File: config.mk
export PLATFORM = sky130hd
export DESIGN_NAME = cic_comp_fir_dec2
export DESIGN_NICKNAME = d
export VERILOG_FILES = /design/src/rtl/cic_comp_fir_dec2_pkg.sv /design/src/rtl/fir_sdp_ram.sv /design/src/rtl/cic_comp_fir_dec2.sv
export SDC_FILE = /design/constraint.sdc
export NUM_CORES = 2
export LEC_CHECK = 0
export BUFFER_PORTS_ARGS = -buffer_cell sky130_fd_sc_hd__buf_2
export CORE_ASPECT_RATIO = 0.75
export CORE_MARGIN = 8
export CORE_UTILIZATION = 33
export DETAILED_ROUTE_END_ITERATION = 8
export PLACE_DENSITY_LB_ADDON = 0.1
export SLEW_MARGIN = 25
export SYNTH_ARGS = -nofsm -noshare
export SYNTH_HDL_FRONTEND = slang
export SYNTH_SLANG_ARGS = --single-unit
File: constraint.sdc
create_clock -name clk -period 8.35 [get_ports clk]
set_input_delay 1.2525 -clock clk [delete_from_list [all_inputs] [get_ports clk]]
set_output_delay 1.2525 -clock clk [all_outputs]
set_load 0.01 [all_outputs]
File: src/rtl/cic_comp_fir_dec2_pkg.sv
// Shared defaults, controller state encoding and a constant log2 helper for
// the CIC compensating decimate-by-2 FIR.
package cic_comp_fir_dec2_pkg;

    localparam int DEF_TAPS       = 32;
    localparam int DEF_IN_WIDTH   = 32;
    localparam int DEF_COEF_WIDTH = 18;
    localparam int DEF_ACC_WIDTH  = 56;
    localparam int DEF_OUT_SHIFT  = 17;
    localparam int DEF_OUT_WIDTH  = 24;

    typedef enum logic [1:0] {
        ST_CLEAR,
        ST_IDLE,
        ST_MAC,
        ST_ROUND
    } state_t;

    function automatic int clog2(input int value);
        int r;
        r = 0;
        for (int i = 0; i < 31; i++) begin
            if ((1 << i) < value) r = i + 1;
        end
        return r;
    endfunction

endpackage

File: src/rtl/fir_sdp_ram.sv
// Simple dual-port RAM: one write port, one read port with registered data.
// A read of the address being written returns the old contents.
module fir_sdp_ram
    import cic_comp_fir_dec2_pkg::*;
#(
    parameter int DEPTH = 32,
    parameter int WIDTH = 32,
    localparam int AW   = clog2(DEPTH)
) (
    input  logic             clk,
    input  logic             we,
    input  logic [AW-1:0]    waddr,
    input  logic [WIDTH-1:0] wdata,
    input  logic [AW-1:0]    raddr,
    output logic [WIDTH-1:0] rdata
);

    logic [WIDTH-1:0] mem [DEPTH];

    always_ff @(posedge clk) begin
        if (we) mem[waddr] <= wdata;
        rdata <= mem[raddr];
    end

endmodule

File: src/rtl/cic_comp_fir_dec2.sv
// Decimate-by-2 compensating FIR behind the CIC: one time-shared MAC over a
// circular sample buffer, host-loadable coefficients, rounded/saturated output.
module cic_comp_fir_dec2
    import cic_comp_fir_dec2_pkg::*;
#(
    parameter int TAPS       = DEF_TAPS,
    parameter int IN_WIDTH   = DEF_IN_WIDTH,
    parameter int COEF_WIDTH = DEF_COEF_WIDTH,
    parameter int ACC_WIDTH  = DEF_ACC_WIDTH,
    parameter int OUT_SHIFT  = DEF_OUT_SHIFT,
    parameter int OUT_WIDTH  = DEF_OUT_WIDTH,
    localparam int AW        = clog2(TAPS)
) (
    input  logic                         clk,
    input  logic                         reset,
    input  logic                         in_strobe,
    input  logic signed [IN_WIDTH-1:0]   in_data,
    input  logic                         coef_we,
    input  logic [AW-1:0]                coef_addr,
    input  logic signed [COEF_WIDTH-1:0] coef_data,
    output logic                         out_strobe,
    output logic signed [OUT_WIDTH-1:0]  out_data,
    output logic                         busy,
    output logic                         overrun,
    output state_t                       dbg_state
);

    localparam int CW = AW + 1;
    localparam int PW = IN_WIDTH + COEF_WIDTH;
    localparam logic signed [ACC_WIDTH:0] RND =
        {{(ACC_WIDTH-OUT_SHIFT+1){1'b0}}, 1'b1, {(OUT_SHIFT-1){1'b0}}};
    localparam logic signed [ACC_WIDTH:0] OUT_MAX =
        {{(ACC_WIDTH-OUT_WIDTH+2){1'b0}}, {(OUT_WIDTH-1){1'b1}}};
    localparam logic signed [ACC_WIDTH:0] OUT_MIN = ~OUT_MAX;

    state_t                       state;
    logic [CW-1:0]                cnt;
    logic [AW-1:0]                wptr;
    logic [AW-1:0]                base;
    logic                         phase;
    logic                         rd_v;
    logic                         prod_v;
    logic signed [PW-1:0]         prod;
    logic signed [ACC_WIDTH-1:0]  acc;
    logic signed [IN_WIDTH-1:0]   x_rd;
    logic signed [COEF_WIDTH-1:0] c_rd;
    logic                         accept;
    logic                         smp_we;
    logic [AW-1:0]                smp_waddr;
    logic [IN_WIDTH-1:0]          smp_wdata;
    logic [AW-1:0]                smp_raddr;
    logic [AW-1:0]                coef_raddr;
    logic                         coef_wr;
    logic signed [ACC_WIDTH:0]    rsum;
    logic signed [ACC_WIDTH:0]    rshift;
    logic signed [OUT_WIDTH-1:0]  rsat;

    assign dbg_state = state;
    assign accept    = in_strobe && (state != ST_CLEAR);
    assign coef_wr   = coef_we && (state == ST_IDLE);

    // CLEAR owns the sample write port to zero the buffer; otherwise strobes do.
    assign smp_we    = (state == ST_CLEAR) || accept;
    assign smp_waddr = (state == ST_CLEAR) ? cnt[AW-1:0] : wptr;
    assign smp_wdata = (state == ST_CLEAR) ? '0 : in_data;

    // Taps are visited oldest-first (k = TAPS-1 down to 0) so the slot a later
    // strobe overwrites has always been read already.
    assign smp_raddr  = base + AW'(1) + cnt[AW-1:0];
    assign coef_raddr = ~cnt[AW-1:0];

    fir_sdp_ram #(.DEPTH(TAPS), .WIDTH(IN_WIDTH)) u_samples (
        .clk   (clk),
        .we    (smp_we),
        .waddr (smp_waddr),
        .wdata (smp_wdata),
        .raddr (smp_raddr),
        .rdata (x_rd)
    );

    fir_sdp_ram #(.DEPTH(TAPS), .WIDTH(COEF_WIDTH)) u_coefs (
        .clk   (clk),
        .we    (coef_wr),
        .waddr (coef_addr),
        .wdata (coef_data),
        .raddr (coef_raddr),
        .rdata (c_rd)
    );

    always_comb begin
        rsum   = {acc[ACC_WIDTH-1], acc} + RND;
        rshift = rsum >>> OUT_SHIFT;
        if (rshift > OUT_MAX)      rsat = OUT_MAX[OUT_WIDTH-1:0];
        else if (rshift < OUT_MIN) rsat = OUT_MIN[OUT_WIDTH-1:0];
        else                       rsat = rshift[OUT_WIDTH-1:0];
    end

    // MAC pipeline: read (cnt) -> rdata -> prod -> acc; last tap lands in acc
    // on the edge that enters ROUND.
    always_ff @(posedge clk or posedge reset) begin
        if (reset) begin
            state      <= ST_CLEAR;
            busy       <= 1'b1;
            cnt        <= '0;
            wptr       <= '0;
            base       <= '0;
            phase      <= 1'b0;
            overrun    <= 1'b0;
            out_strobe <= 1'b0;
            out_data   <= '0;
            rd_v       <= 1'b0;
            prod_v     <= 1'b0;
            prod       <= '0;
            acc        <= '0;
        end else begin
            out_strobe <= 1'b0;
            rd_v       <= (state == ST_MAC) && (cnt < CW'(TAPS));
            prod_v     <= rd_v;
            prod       <= x_rd * c_rd;
            if (prod_v) acc <= acc + {{(ACC_WIDTH-PW){prod[PW-1]}}, prod};

            if (accept) begin
                wptr  <= wptr + AW'(1);
                phase <= ~phase;
                if (phase && state != ST_IDLE) overrun <= 1'b1;
            end

            case (state)
                ST_CLEAR: begin
                    if (cnt == CW'(TAPS - 1)) begin
                        state <= ST_IDLE;
                        busy  <= 1'b0;
                        cnt   <= '0;
                    end else begin
                        cnt <= cnt + CW'(1);
                    end
                end
                ST_IDLE: begin
                    if (accept && phase) begin
                        state <= ST_MAC;
                        busy  <= 1'b1;
                        cnt   <= '0;
                        base  <= wptr;
                        acc   <= '0;
                    end
                end
                ST_MAC: begin
                    if (cnt == CW'(TAPS + 1)) state <= ST_ROUND;
                    else                      cnt   <= cnt + CW'(1);
                end
                ST_ROUND: begin
                    state      <= ST_IDLE;
                    busy       <= 1'b0;
                    out_strobe <= 1'b1;
                    out_data   <= rsat;
                end
                default: state <= ST_CLEAR;
            endcase
        end
    end

endmodule

==> results.cfg <==
[clocking]
cts_tree = done
holdBufCountCts = 0
clk_pin_slew_ns = 0.07
clk_latency_ns = 0.89
cts_setup_buffers = 0
cts_root_buf = clkbuf_16
cts_buffers = 193
clockBufferDepth = 4
cts_max_level = 4
post_cts_resized = 0
numClockSinks = 1804

[logic_synthesis]
yosysTopAreaCellShare_pct = 52.3
synth_cells = 6180
synth_ff_type = edfxtp_1
synth_seq_cells = 1804
synth_nets = 6983
syn_area_um2 = 91900
yosys-top-cells-area = edfxtp_1 (52%), fa_1 (12%), mux4_2 (11%), dfrtp_1 (4.2%), nand2_1 (3.1%)
yosysWarnings = 0
yosysMostFrequentCell = edfxtp_1
async_reset_ff_share_pct = 8.54
yosysTopAreaCell = edfxtp_1
synth_edf_count = 1600
ys_types = 79
netlist_top_cells_count = edfxtp_1 (1600), nand2_1 (770), inv_1 (623)
avgSynthCellArea_um2 = 14.9
synth-seq-area-share_pct = 57.6

[worst_setup_path]
cp_max_fo = 17
required_ns = 9.00
r2r-end = prod[49]
reg2reg_slack_ns = 0.87
reg2reg_from = u_coefs.rdata[0]
r2r_cells = 21
start_kind = flop
criticalPathCategory = reg -> reg
cp_data_arrival_time_ns = 8.14
endpoint_kind = flop

[layout]
drive_above_1_share_pct = 17.2
instances_no_fill = 10200
fin_nets = 7095
finalCoreUtilization_pct = 37.6
area_growth_pct = 13.0

[global_routing]
grt_max_degree = 97
grt_pass1_wl_um = 382000
grt_overflow = 0
grt_pass1_vias = 53600
track_usage_pct = 17.4
antenna_found_initial = 19

[placement]
dp.cells = 9813
port_buffers = 87
dp_hpwl_um = 154000
place_congestion = 0.795

[sta]
tns_ns = 0
fin_crit_sh_pct = 89.6
slew-limit-headroom_pct = 23.2
fin_crit_ns = 7.48
clock.fmax_ghz = 0.134
worst_pin_slew_ns = 1.14
setup_viol = 0
rsz0062_at_grt = false
drv_slew = 0
finalHoldViolCount = 0
clock_skew_ns = 0.114

[worst_hold_path]
hp-start = rd_v
hold_path_class = reg -> reg
min_delay_worst_endpoint = prod_v
whs_path_depth = 0

[floorplan]
coreArea_um2 = 277000
die_y_um = 473
die_area_um2 = 296000
rows = 167
die_w_um = 625
pin_count = 88
initial_utilization_pct = 33.2

[status]
outcome = completed

[routing]
drt_first_pass_iters = 5
post-route-drc-count = 0
vias = 51100
via_per_inst = 5.02
routed_wl_um = 260000
wl_per_cell_um = 25.6
ant_nets = 0
drtIter0Drc = 3822

[flow_run]
maxCapViolations = 0
[worst max-delay path, stage by stage (launching register included)]
cell      delay (ns)
dfxtp_1         0.91
buf_4           0.37
and2_1          0.19
fa_1            0.41
fa_1            0.40
inv_1           0.08
fa_1            0.43
fa_1            0.51
inv_1           0.05
fa_1            0.55
fa_1            0.42
ha_1            0.41
and4_1          0.24
nand3_1         0.12
a211o_1         0.26
o211a_1         0.22
o31ai_1         0.43
a31oi_1         0.20
o21a_1          0.30
o41ai_1         0.43
o211ai_1        0.16
xnor2_1         0.15
[final cells by class]
| class | instances | area, um^2 |
|---|---|---|
| fill | 26100 | 173000 |
| sequential | 1804 | 52900 |
| multi-input combinational | 3441 | 36200 |
| clock buffer | 242 | 5110 |
| tap | 3718 | 4650 |
| inverter | 624 | 2350 |
| timing repair buffer | 228 | 1670 |
| clock inverter | 101 | 945 |
| antenna | 15 | 37.5 |
[sequential cells by signal, indices dropped and copies added, names as in the netlist]
signal	cells
u_samples.mem	1024
u_coefs.mem	576
acc	56
prod	50
u_samples.rdata	32
out_data	24
u_coefs.rdata	18
cnt	6
base	5
wptr	5
dbg_state	2
busy	1
out_strobe	1
overrun	1
phase	1
prod_v	1
rd_v	1
[worst max path at each step]
stage          cells after the start                start       end
3_5_place_dp                      22     u_coefs.rdata[4]  prod[49]
2_1_floorplan                     25  u_samples.rdata[26]  prod[45]
5_1_grt                           21     u_coefs.rdata[4]  prod[49]
4_1_cts                           22     u_coefs.rdata[4]  prod[49]
6_report                          21     u_coefs.rdata[0]  prod[49]
3_3_place_gp                      22     u_coefs.rdata[4]  prod[49]
[stage by stage]
step	area (um^2)	hold WS (ns)	setup slack (ns)
2_1_floorplan	91900	0.331	1.93
3_3_place_gp	97600	0.355	0.949
3_5_place_dp	97700	0.348	0.904
4_1_cts	104000	0.341	0.815
5_1_grt	104000	0.354	0.400
6_report	104000	0.341	0.865
[layout by cell type (no fill, tap or decap), types with 33 or more instances in the layout]
cell / count
o21ai_0: 130
edfxtp_1: 1600
nand3_1: 211
buf_2: 87
xnor2_1: 83
xor2_1: 46
nor2_4: 47
dfxtp_1: 49
clkbuf_1: 42
mux4_2: 436
mux2i_1: 47
ha_1: 186
a21oi_1: 111
clkbuf_16: 195
nor2_1: 136
clkinv_1: 33
clkinv_2: 35
inv_1: 622
dfrtp_1: 148
fa_1: 554
nand2_1: 770
a21o_1: 50
and2_1: 224
buf_4: 126
[per-layer routing]
layer  GRT usage (%)  part of all wire [%]  vias to the layer above
met5               0                0.0088                        -
met4            2.90                   1.5                        4
met3            2.08                   3.9                      252
met2            27.2                    46                     1005
met1            26.3                    49                    27500
li1                -                     -                    22300
[logic make-up (layout without fill, tap and decap cells)]
family | Yosys count | after routing | share of synthesized area, %
mux | 504 | 504 | 11.5
buf+inv | 935 | 1195 | 3.84
fa+ha+maj | 744 | 744 | 14.7
compound gates | 462 | 462 | 3.16
other cells | 0 | 15 | 0
xor+xnor | 134 | 134 | 1.28
flops | 1804 | 1804 | 57.6
simple gates | 1597 | 1597 | 8.05
Power is not shown: default switching activity piles up to over one toggle a cycle in this logic, so the estimate is an artifact.
